## config.mk

```make
export PLATFORM = sky130hd
export DESIGN_NAME = exu_div_wb_ctl_flat
export DESIGN_NICKNAME = d
export VERILOG_FILES = /design/src/rtl/exu_div_wb_ctl_pkg.sv /design/src/rtl/exu_div_wb_ctl_if.sv /design/src/rtl/exu_div_wb_fifo.sv /design/src/rtl/exu_div_wb_ctl.sv /design/src/flat_wrapper.sv
export SDC_FILE = /design/constraint.sdc
export NUM_CORES = 1
export LEC_CHECK = 0
export ABC_CLOCK_PERIOD_IN_PS = 11900
export CORE_ASPECT_RATIO = 0.9
export CORE_MARGIN = 4
export CORE_UTILIZATION = 56
export CTS_BUF_LIST = sky130_fd_sc_hd__clkbuf_4 sky130_fd_sc_hd__clkbuf_8
export DETAILED_ROUTE_END_ITERATION = 8
export PLACE_DENSITY = 0.95
export SKIP_LAST_GASP = 1
export SLEW_MARGIN = 20
export SYNTH_ARGS = -nofsm -noshare
export SYNTH_HDL_FRONTEND = slang
export SYNTH_SLANG_ARGS = --single-unit
```

## constraint.sdc

```tcl
create_clock -name clk -period 11.9 [get_ports clk]
set_clock_uncertainty 0.1 [all_clocks]
set_input_delay 1.785 -clock clk [delete_from_list [all_inputs] [get_ports clk]]
set_output_delay 1.785 -clock clk [all_outputs]
set_load 0.02 [all_outputs]
```

## src/rtl/exu_div_wb_ctl_pkg.sv

```systemverilog
// Shared types for the divide writeback controller: tag FSM states,
// queued result entry layout and the wait-counter width.
package swerv_types;

  localparam int DIV_WB_CNT_W = 8;

  typedef enum logic [1:0] {
    IDLE = 2'd0,
    PEND = 2'd1,
    KILL = 2'd2
  } div_wb_state_t;

  typedef struct packed {
    logic [4:0]  rd;
    logic [31:0] data;
  } div_wb_entry_t;

endpackage

```

## src/rtl/exu_div_wb_ctl_if.sv

```systemverilog
// Handshake bundle between decode/divider (master) and the divide
// writeback controller (slave).
interface exu_div_wb_ctl_if;

  logic        div_issue;
  logic [4:0]  div_rd;
  logic        flush_lower;
  logic        div_finish;
  logic [31:0] div_out;
  logic        wb_ready;
  logic        wb_valid;
  logic [4:0]  wb_rd;
  logic [31:0] wb_data;
  logic        wb_force;
  logic        div_busy;

  modport master (
    output div_issue, div_rd, flush_lower, div_finish, div_out, wb_ready,
    input  wb_valid, wb_rd, wb_data, wb_force, div_busy
  );

  modport slave (
    input  div_issue, div_rd, flush_lower, div_finish, div_out, wb_ready,
    output wb_valid, wb_rd, wb_data, wb_force, div_busy
  );

endinterface

```

## src/rtl/exu_div_wb_fifo.sv

```systemverilog
// Circular result buffer of DEPTH entries. Pointers carry one extra MSB so
// full and empty are distinguishable without a separate count register.
module exu_div_wb_fifo
  import swerv_types::*;
#(
  parameter int DEPTH = 2
) (
  input  logic                   clk,
  input  logic                   rst_l,
  input  logic                   push_i,
  input  div_wb_entry_t          push_data_i,
  input  logic                   pop_i,
  output div_wb_entry_t          head_o,
  output logic                   full_o,
  output logic                   empty_o,
  output logic [$clog2(DEPTH):0] count_o
);

  localparam int AW = $clog2(DEPTH);

  logic [AW:0]   wr_ptr_q, wr_ptr_d;
  logic [AW:0]   rd_ptr_q, rd_ptr_d;
  div_wb_entry_t mem_q [DEPTH];
  logic          do_push;
  logic          do_pop;

  assign empty_o = (wr_ptr_q == rd_ptr_q);
  assign full_o  = (wr_ptr_q[AW-1:0] == rd_ptr_q[AW-1:0]) &&
                   (wr_ptr_q[AW] != rd_ptr_q[AW]);
  assign count_o = wr_ptr_q - rd_ptr_q;
  assign head_o  = mem_q[rd_ptr_q[AW-1:0]];

  assign do_push = push_i & ~full_o;
  assign do_pop  = pop_i & ~empty_o;

  // Pointer advance on accepted push/pop.
  always_comb begin
    // NOTE: every always_comb output gets a default first so no path leaves it unassigned (no latch).
    wr_ptr_d = wr_ptr_q;
    rd_ptr_d = rd_ptr_q;
    if (do_push) wr_ptr_d = wr_ptr_q + {{AW{1'b0}}, 1'b1};
    if (do_pop)  rd_ptr_d = rd_ptr_q + {{AW{1'b0}}, 1'b1};
  end

  // Pointer registers, synchronously reset to empty.
  always_ff @(posedge clk) begin
    // NOTE: sequential state uses non-blocking assignments so all flops update together at the edge.
    if (!rst_l) begin
      wr_ptr_q <= '0;
      rd_ptr_q <= '0;
    end else begin
      wr_ptr_q <= wr_ptr_d;
      rd_ptr_q <= rd_ptr_d;
    end
  end

  // Entry storage write.
  always_ff @(posedge clk) begin
    // NOTE: storage is not reset; an entry is only observed once the pointers say it was written.
    if (do_push) mem_q[wr_ptr_q[AW-1:0]] <= push_data_i;
  end

endmodule

```

## src/rtl/exu_div_wb_ctl.sv

```systemverilog
// Divide writeback controller: tracks the in-flight divide tag, queues
// finished results and presents them to the register-file write port,
// raising wb_force when an entry waits MAX_WAIT cycles or more.
// Optional macro RV_DIV_WB_PERF_EN adds stall and kill performance counters.
module exu_div_wb_ctl
  import swerv_types::*;
#(
  parameter int DEPTH    = 2,
  parameter int MAX_WAIT = 8
) (
  input  logic              clk,
  input  logic              rst_l,
  exu_div_wb_ctl_if.slave   dif
`ifdef RV_DIV_WB_PERF_EN
  ,
  output logic [15:0]       perf_div_wb_stall,
  output logic [7:0]        perf_div_killed
`endif
);

  localparam int                      AW         = $clog2(DEPTH);
  localparam logic [AW:0]             BUSY_LVL   = (AW+1)'(DEPTH - 1);
  localparam logic [DIV_WB_CNT_W-1:0] MAX_WAIT_C = DIV_WB_CNT_W'(MAX_WAIT);

  div_wb_state_t             state_q, state_d;
  logic [4:0]                tag_q, tag_d;
  logic [DIV_WB_CNT_W-1:0]   wait_q, wait_d;

  div_wb_entry_t             push_entry;
  div_wb_entry_t             head;
  logic                      push;
  logic                      pop;
  logic                      kill_done;
  logic                      load_tag;
  logic                      issue_ok;
  logic                      div_busy;
  logic                      fifo_full;
  logic                      fifo_empty;
  logic [AW:0]               fifo_count;

  // Busy while a divide is tracked or when only the reserved slot remains.
  assign div_busy = (state_q != IDLE) || (fifo_count >= BUSY_LVL);
  assign issue_ok = dif.div_issue & ~div_busy;

  // Tag FSM state register.
  always_ff @(posedge clk) begin
    if (!rst_l) state_q <= IDLE;
    else        state_q <= state_d;
  end

  // Tag FSM next state. A finish in PEND wins over a same-cycle flush
  // because that result is older than the flushed instructions.
  always_comb begin
    state_d = state_q;
    unique case (state_q)
      IDLE: if (issue_ok) state_d = PEND;
      PEND: begin
        if (dif.div_finish)       state_d = IDLE;
        else if (dif.flush_lower) state_d = KILL;
      end
      KILL: if (dif.div_finish) state_d = IDLE;
      default: state_d = IDLE;
    endcase
  end

  // Tag FSM outputs: push on a live finish, discard on a killed one.
  always_comb begin
    push      = 1'b0;
    kill_done = 1'b0;
    load_tag  = 1'b0;
    unique case (state_q)
      IDLE:    load_tag  = issue_ok;
      PEND:    push      = dif.div_finish;
      KILL:    kill_done = dif.div_finish;
      default: ;
    endcase
  end

  // Destination tag of the divide in flight.
  always_comb begin
    tag_d = load_tag ? dif.div_rd : tag_q;
  end

  // Tag register.
  always_ff @(posedge clk) begin
    if (!rst_l) tag_q <= '0;
    else        tag_q <= tag_d;
  end

  assign push_entry.rd   = tag_q;
  assign push_entry.data = dif.div_out;

  exu_div_wb_fifo #(
    .DEPTH (DEPTH)
  ) u_fifo (
    .clk         (clk),
    .rst_l       (rst_l),
    .push_i      (push),
    .push_data_i (push_entry),
    .pop_i       (pop),
    .head_o      (head),
    .full_o      (fifo_full),
    .empty_o     (fifo_empty),
    .count_o     (fifo_count)
  );

  assign pop          = ~fifo_empty & dif.wb_ready;
  assign dif.wb_valid = ~fifo_empty;
  assign dif.wb_rd    = fifo_empty ? 5'd0  : head.rd;
  assign dif.wb_data  = fifo_empty ? 32'd0 : head.data;
  assign dif.wb_force = ~fifo_empty && (wait_q >= MAX_WAIT_C);
  assign dif.div_busy = div_busy;

  // Wait counter: age of the head entry while the port is withheld.
  always_comb begin
    wait_d = wait_q;
    if (pop || fifo_empty)  wait_d = '0;
    else if (wait_q != '1)  wait_d = wait_q + 1'b1;
  end

  // Wait counter register.
  always_ff @(posedge clk) begin
    if (!rst_l) wait_q <= '0;
    else        wait_q <= wait_d;
  end

`ifdef RV_DIV_WB_PERF_EN
  logic [15:0] stall_cnt_q;
  logic [7:0]  kill_cnt_q;

  // Saturating stall and kill event counters.
  always_ff @(posedge clk) begin
    if (!rst_l) begin
      stall_cnt_q <= '0;
      kill_cnt_q  <= '0;
    end else begin
      if (~fifo_empty && ~dif.wb_ready && (stall_cnt_q != '1)) stall_cnt_q <= stall_cnt_q + 1'b1;
      if (kill_done && (kill_cnt_q != '1))                     kill_cnt_q  <= kill_cnt_q + 1'b1;
    end
  end

  assign perf_div_wb_stall = stall_cnt_q;
  assign perf_div_killed   = kill_cnt_q;
`endif

  // Issuing while busy is an illegal input; the RTL ignores it.
  issue_while_busy_a: assert property (@(posedge clk) disable iff (!rst_l)
    !(dif.div_issue && div_busy));

  // The busy rule reserves a slot, so a push never meets a full buffer.
  push_into_full_a: assert property (@(posedge clk) disable iff (!rst_l)
    !(push && fifo_full));

  // Killed divides are only counted by the optional perf logic.
  logic unused_kill;
  assign unused_kill = kill_done;

endmodule

```

## src/flat_wrapper.sv

```systemverilog
// flat-port wrapper written by rule: the top's interface ports become plain ports
module exu_div_wb_ctl_flat import swerv_types::*;
#(
  parameter int DEPTH    = 2,
  parameter int MAX_WAIT = 8
)
  (clk, rst_l, dif_div_issue, dif_div_rd, dif_flush_lower, dif_div_finish, dif_div_out, dif_wb_ready, dif_wb_valid, dif_wb_rd, dif_wb_data, dif_wb_force, dif_div_busy);
  exu_div_wb_ctl_if dif_i ();
  input  logic clk;
  input  logic rst_l;
  input wire logic [$bits(dif_i.div_issue)-1:0] dif_div_issue;
  input wire logic [$bits(dif_i.div_rd)-1:0] dif_div_rd;
  input wire logic [$bits(dif_i.flush_lower)-1:0] dif_flush_lower;
  input wire logic [$bits(dif_i.div_finish)-1:0] dif_div_finish;
  input wire logic [$bits(dif_i.div_out)-1:0] dif_div_out;
  input wire logic [$bits(dif_i.wb_ready)-1:0] dif_wb_ready;
  output wire logic [$bits(dif_i.wb_valid)-1:0] dif_wb_valid;
  output wire logic [$bits(dif_i.wb_rd)-1:0] dif_wb_rd;
  output wire logic [$bits(dif_i.wb_data)-1:0] dif_wb_data;
  output wire logic [$bits(dif_i.wb_force)-1:0] dif_wb_force;
  output wire logic [$bits(dif_i.div_busy)-1:0] dif_div_busy;
  assign dif_i.div_issue = dif_div_issue;
  assign dif_i.div_rd = dif_div_rd;
  assign dif_i.flush_lower = dif_flush_lower;
  assign dif_i.div_finish = dif_div_finish;
  assign dif_i.div_out = dif_div_out;
  assign dif_i.wb_ready = dif_wb_ready;
  assign dif_wb_valid = dif_i.wb_valid;
  assign dif_wb_rd = dif_i.wb_rd;
  assign dif_wb_data = dif_i.wb_data;
  assign dif_wb_force = dif_i.wb_force;
  assign dif_div_busy = dif_i.div_busy;
  exu_div_wb_ctl #(.DEPTH(DEPTH), .MAX_WAIT(MAX_WAIT)) u_core (.clk(clk), .rst_l(rst_l), .dif(dif_i));
endmodule
```

## After elaboration in Yosys (flattened, before gate mapping)

Memory sizes are Yosys's and may differ from the RTL's. A register that Yosys moved wholly into a read port is not among the register bits.
Index checks and enable logic that the tools add are counted.
W data, S select, Z words.

- Bits in registers: 19
- Memory bits (writable): 74
- Memories kept: 1

- $add $sub $neg: 4
- Magnitude comparators: 2
- Equality and inequality tests: 9
- Mux-type cells: 13
- Bitwise operators: 8
- Reduce and logical (&&, ||, !) cells: 8

Memory list:

| name | depth | width | rd ports | clocked after Yosys merged registers in | write ports | line | RTL |
|---|---|---|---|---|---|---|---|
| u_core.u_fifo.mem_q | 2 | 37 | 1 | 1 | 1 | exu_div_wb_fifo.sv:23 | `div_wb_entry_t mem_q [DEPTH];` |

Operators by type and width:

| cell | count |
|---|---|
| $mux W32 | 1 |
| $add A8 B1 Y8 const B | 1 |
| $ge A8 B4 Y1 const B | 1 |
| $mux W2 | 4 |
| $ne A8 B8 Y1 const B | 1 |
| $mux W1 | 6 |
| $pmux W2 S3 | 1 |
| $mux W5 | 1 |
| $add A2 B1 Y2 const B | 2 |
| $and A1 B1 Y1 | 4 |
| $not A1 Y1 | 4 |
| $ne A3 B3 Y1 const B | 1 |
| $reduce_and A3 Y1 | 1 |
| $eq A2 B1 Y1 const B | 1 |
| $eq A2 B2 Y1 | 1 |
| $eq A2 B2 Y1 const B | 1 |
| $ge A2 B1 Y1 const B | 1 |
| $logic_and A1 B1 Y1 | 2 |
| $logic_not A2 Y1 | 1 |
| $logic_or A1 B1 Y1 | 2 |
| $ne A2 B1 Y1 const B | 1 |
| $ne A2 B2 Y1 const B | 1 |
| $reduce_bool A2 Y1 | 1 |
| $reduce_or A2 Y1 | 1 |
| 3 further kinds | 3 |

## Longest topological paths before layout

- Word-level depth: 7
- Mapped depth: 5
- Mapped depth without buffers: 4

## By module

From an unflattened synthesis, not the netlist that was laid out.

- Cells, all modules: 278
- Area, all modules: 3982.6 sq um

By module, submodules not included:

| module | instances | cells each | area each (sq um) |
|---|---|---|---|
| exu_div_wb_fifo | 1 | 154 | 3000.4 |
| exu_div_wb_ctl | 1 | 124 | 982.2 |

## Least setup slack after synthesis

Ideal clock, no wire load.

- Path kind: input port to flip-flop
- Start: in dif_div_finish
- End: mem u_core.u_fifo.mem_q[0][0] in the netlist's numbering, enable pin
- Library setup time: 490 ps
- Data arrival time: 4734 ps
- Required time: 11310 ps
- Setup slack: 6576 ps
- Stages: 2
- Path buffers: 0
- Cell sequence: nand3b_1 -> a211oi_1

- Cells in the longest elaborated chain, start to end: 4

RTL lines:

| element | line | RTL |
|---|---|---|
| from (decl) | flat_wrapper.sv:14 | `input wire logic [$bits(dif_i.div_finish)-1:0] dif_div_finish;` |
| $mux W1 | exu_div_wb_ctl.sv:71 | `unique case (state_q)` |
| $and A1 B1 Y1 | exu_div_wb_fifo.sv:33 | `assign do_push = push_i & ~full_o;` |
| $mux W1 | exu_div_wb_fifo.sv:60 | `if (do_push) mem_q[wr_ptr_q[AW-1:0]] <= push_data_i;` |
| $mux W1 (not written as such) | exu_div_wb_fifo.sv:60 |  |
| to (decl) | exu_div_wb_fifo.sv:23 |  |

Every way passes these cells.

## Worst setup path after layout

- Start: reg u_core.u_fifo.rd_ptr_q[0]
- End: out dif_wb_rd[0]

- Cells in the longest elaborated chain, start to end: 2

RTL lines:

| element | line | RTL |
|---|---|---|
| from (decl) | exu_div_wb_fifo.sv:22 | `logic [AW:0] rd_ptr_q, rd_ptr_d;` |
| from (signal assigned) | exu_div_wb_fifo.sv:53 | `rd_ptr_q <= rd_ptr_d;` |
| $eq A2 B2 Y1 | exu_div_wb_fifo.sv:27 | `assign empty_o = (wr_ptr_q == rd_ptr_q);` |
| $mux W5 | exu_div_wb_ctl.sv:109 | `assign dif.wb_rd = fifo_empty ? 5'd0 : head.rd;` |
| to (decl) | flat_wrapper.sv:18 | `output wire logic [$bits(dif_i.wb_rd)-1:0] dif_wb_rd;` |

Every way passes these cells.

==> results.py <==
metrics = {
    "outcome": {
        "outcome": "finished clean",
    },
    "logic_synthesis": {
        "ys_ff_latch": 94,
        "synth_ff_type": "edfxtp_1",
        "synth_edf_count": 74,
        "postSynthCellCount": 273,
        "syn_avg_cell_area_sq_um": 13.8,
        "synthXorXnorAreaFrac_pct": 0.664,
        "synth.mux.area_fraction_pct": 12.2,
        "ys_warn_count": 0,
        "synth_nets": 318,
        "yosys.area_share.simple_pct": 11.6,
        "synth_top_family_by_area": "multiplexers",
        "ys_types": 35,
        "synthAdderAreaFrac_pct": 0.664,
        "syn_area_sq_mm": 0.00377,
        "ys_seq_area_share_pct": 69.5,
        "synth-compound-area-share_pct": 3.05,
        "async_flop_share_pct": 0,
    },
    "cts": {
        "cts_tree": "done",
        "clk_pin_slew_ns": 0.09,
        "ctsResizeCount": 0,
        "clockRootBuffer": "clkbuf_8",
        "cts_buffers": 9,
        "clock_sinks": 94,
        "clk_path_buf_depth": 2,
        "ctsHoldBuffers": 0,
        "htreeDepth": 3,
        "postCtsSetupBuffers": 0,
        "clk_latency_ns": 0.36,
    },
    "layout": {
        "area_delta_synth_final_pct": 31.1,
        "final_cell_area_sq_mm": 0.00494,
        "antenna_cells": 0,
        "drive_gt1_share_pct": 8.03,
        "nets": 401,
    },
    "setup_path": {
        "reg2reg_slack_ns": 9.72,
        "endpoint_kind": "output pin",
        "worstPathRequired_ns": 10.02,
        "crit_fanout": 40,
        "criticalPathCategory": "reg2out",
        "worstPathArrival_ns": 2.67,
        "worstSetupStartpointType": "flip-flop",
    },
    "job": {
        "drv_cap": 0,
    },
    "grt": {
        "grt_max_degree": 41,
        "grt_usage_pct": 20.1,
        "antenna_found_initial": 0,
        "grt_pass1_wl_mm": 12.2,
        "grt_overflow": 0,
        "grt_pass1_vias": 2476,
    },
    "pwr": {
        "p_leak_nw": 1.65,
        "p_per_area_mw_per_mm2": 169,
        "vdd_drop_max_uv": 115,
    },
    "floorplanning": {
        "die_x_um": 94.5,
        "core_area_sq_mm": 0.00655,
        "start_util_pct": 57.6,
        "num_rows": 28,
        "dieArea_sq_mm": 0.00811,
        "die_y_um": 85.9,
        "pin_count": 83,
    },
    "route": {
        "dr.first_iter.drc_count": 102,
        "drt_first_pass_iters": 4,
        "vias_per_cell": 5.41,
        "drcViolationCount": 0,
        "vias": 2439,
        "routedWlPerCell_um": 17.1,
        "drtAntennaViolNets": 0,
        "drt-total-wl_mm": 7.70,
    },
    "sta": {
        "max_freq_mhz": 219,
        "setup_viol": 0,
        "worstMarginPinSlew_ns": 0.925,
        "period_minus_slack_ns": 4.56,
        "slew_headroom_pct": 38.2,
        "fin_tns_setup_ns": 0,
        "hold_viol": 0,
        "finalCritPeriodShare_pct": 38.3,
        "rsz0062_at_grt": "false",
        "report.final.slew_viol_count": 0,
    },
    "worst_hold_path": {
        "hold_class": "reg2reg",
    },
    "placement": {
        "dp_hpwl_mm": 5.18,
        "placed_area_sq_mm": 0.00470,
        "port_buffers": 82,
        "place.gp.congestion": 0.820,
    },
}
cell type report:
type | instances | area (sq um)
timing repair buffer | 85 | 843
tap | 90 | 113
inverter | 6 | 22.5
clock inverter | 7 | 120
sequential | 94 | 2620
clock buffer | 9 | 124
multi-input combinational | 160 | 1100
fill | 417 | 1610
report_power, final:
part	internal, mW	switching (mW)	total, mW
registers	0.371	0.0144	0.385
clock network	0.141	0.110	0.250
logic	0.0932	0.107	0.200
total	0.605	0.231	0.836
path summary, 6_finish.rpt:
path	end	depth (start not counted)	from
max	dif_wb_rd[0]	4	u_core.u_fifo.rd_ptr_q[0]$_SDFFE_PN0P_
min	u_core.u_fifo.mem_q[0][33]$_DFFE_PP_	0	u_core.tag_q[1]$_SDFFE_PN0P_
max reg2reg	u_core.u_fifo.mem_q[1][17]$_DFFE_PP_	3	u_core.u_fifo.wr_ptr_q[0]$_SDFFE_PN0P_
min reg2reg	u_core.u_fifo.mem_q[0][33]$_DFFE_PP_	0	u_core.tag_q[1]$_SDFFE_PN0P_
cell usage after synthesis (2+ instances only):
cell / n / area share, %
nor4_1: 2 / 0.33
o21ai_0: 3 / 0.40
inv_1: 6 / 0.60
nor3b_1: 2 / 0.40
a211oi_1: 2 / 0.40
nor3_1: 10 / 1.3
nor2_1: 43 / 4.3
dfxtp_1: 20 / 11
clkbuf_1: 4 / 0.40
nand4_1: 3 / 0.50
ha_1: 2 / 0.66
and3_1: 3 / 0.50
buf_2: 9 / 1.2
a31oi_1: 2 / 0.33
edfxtp_1: 74 / 59
nand3_1: 3 / 0.40
nand2_1: 17 / 1.7
mux2i_1: 45 / 12
and2_1: 2 / 0.33
a21oi_1: 6 / 0.80
worst max-delay path: stages, from the launching register on:
cell and delay (ns):
dfxtp_1 0.54, xor2_1 0.26, nor2_4 0.76, nor2_1 0.15
clkdlybuf4s50_1 0.59
cell usage in the layout (no fill, tap or decap), types with 5 or more instances in the layout:
cell / n
a21oi_1: 5
inv_1: 6
nand2_1: 17
dfxtp_1: 19
clkbuf_8: 9
edfxtp_1: 74
nor3_1: 10
nor2_1: 42
mux2i_1: 45
clkdlybuf4s50_1: 82
sequential cells by signal (all words and copies together) (netlist names), named ones only:
name	flops
u_core.u_fifo.rd_ptr_q	2
u_core.state_q	2
u_core.wait_q	8
u_core.tag_q	5
u_core.u_fifo.mem_q	74
u_core.u_fifo.wr_ptr_q	2
metal layers:
layer / share of wire, % / track usage, % / wire (um) / vias up
li1: - / - / - / 1162
met1: 41 / 24.1 / 3130 / 1178
met5: 0 / 0 / 0 / -
met2: 52 / 34.4 / 3990 / 87
met4: 2.4 / 9.17 / 184 / 0
met3: 5.2 / 4.74 / 399 / 12
per-stage QoR:
stage | hold slack, ns | cells | power, mW | setup slack [ns] | util [%]
5_1_grt | 0.361 | 451 | 0.869 | 7.15 | 75.5
2_1_floorplan | 0.325 | 273 | 0.503 | 6.58 | -
4_1_cts | 0.359 | 451 | 0.842 | 7.31 | 75.5
6_report | 0.360 | 451 | 0.836 | 7.34 | 75.5
3_3_place_gp | 0.333 | 435 | 0.588 | 7.82 | 71.7
3_5_place_dp | 0.339 | 435 | 0.594 | 7.75 | 71.7
logic make-up (layout without fill, tap and decap cells):
| logic type | Yosys count | after routing |
|---|---|---|
| AOI/OAI and AO/OA | 18 | 18 |
| xor gates and xnor gates | 2 | 2 |
| adders and majority gates | 2 | 2 |
| buffers and inverters | 19 | 107 |
| DFF | 94 | 94 |
| muxes | 46 | 46 |
| and+or+nand+nor | 92 | 92 |
Note: power is estimated with default switching activity, not from simulation.
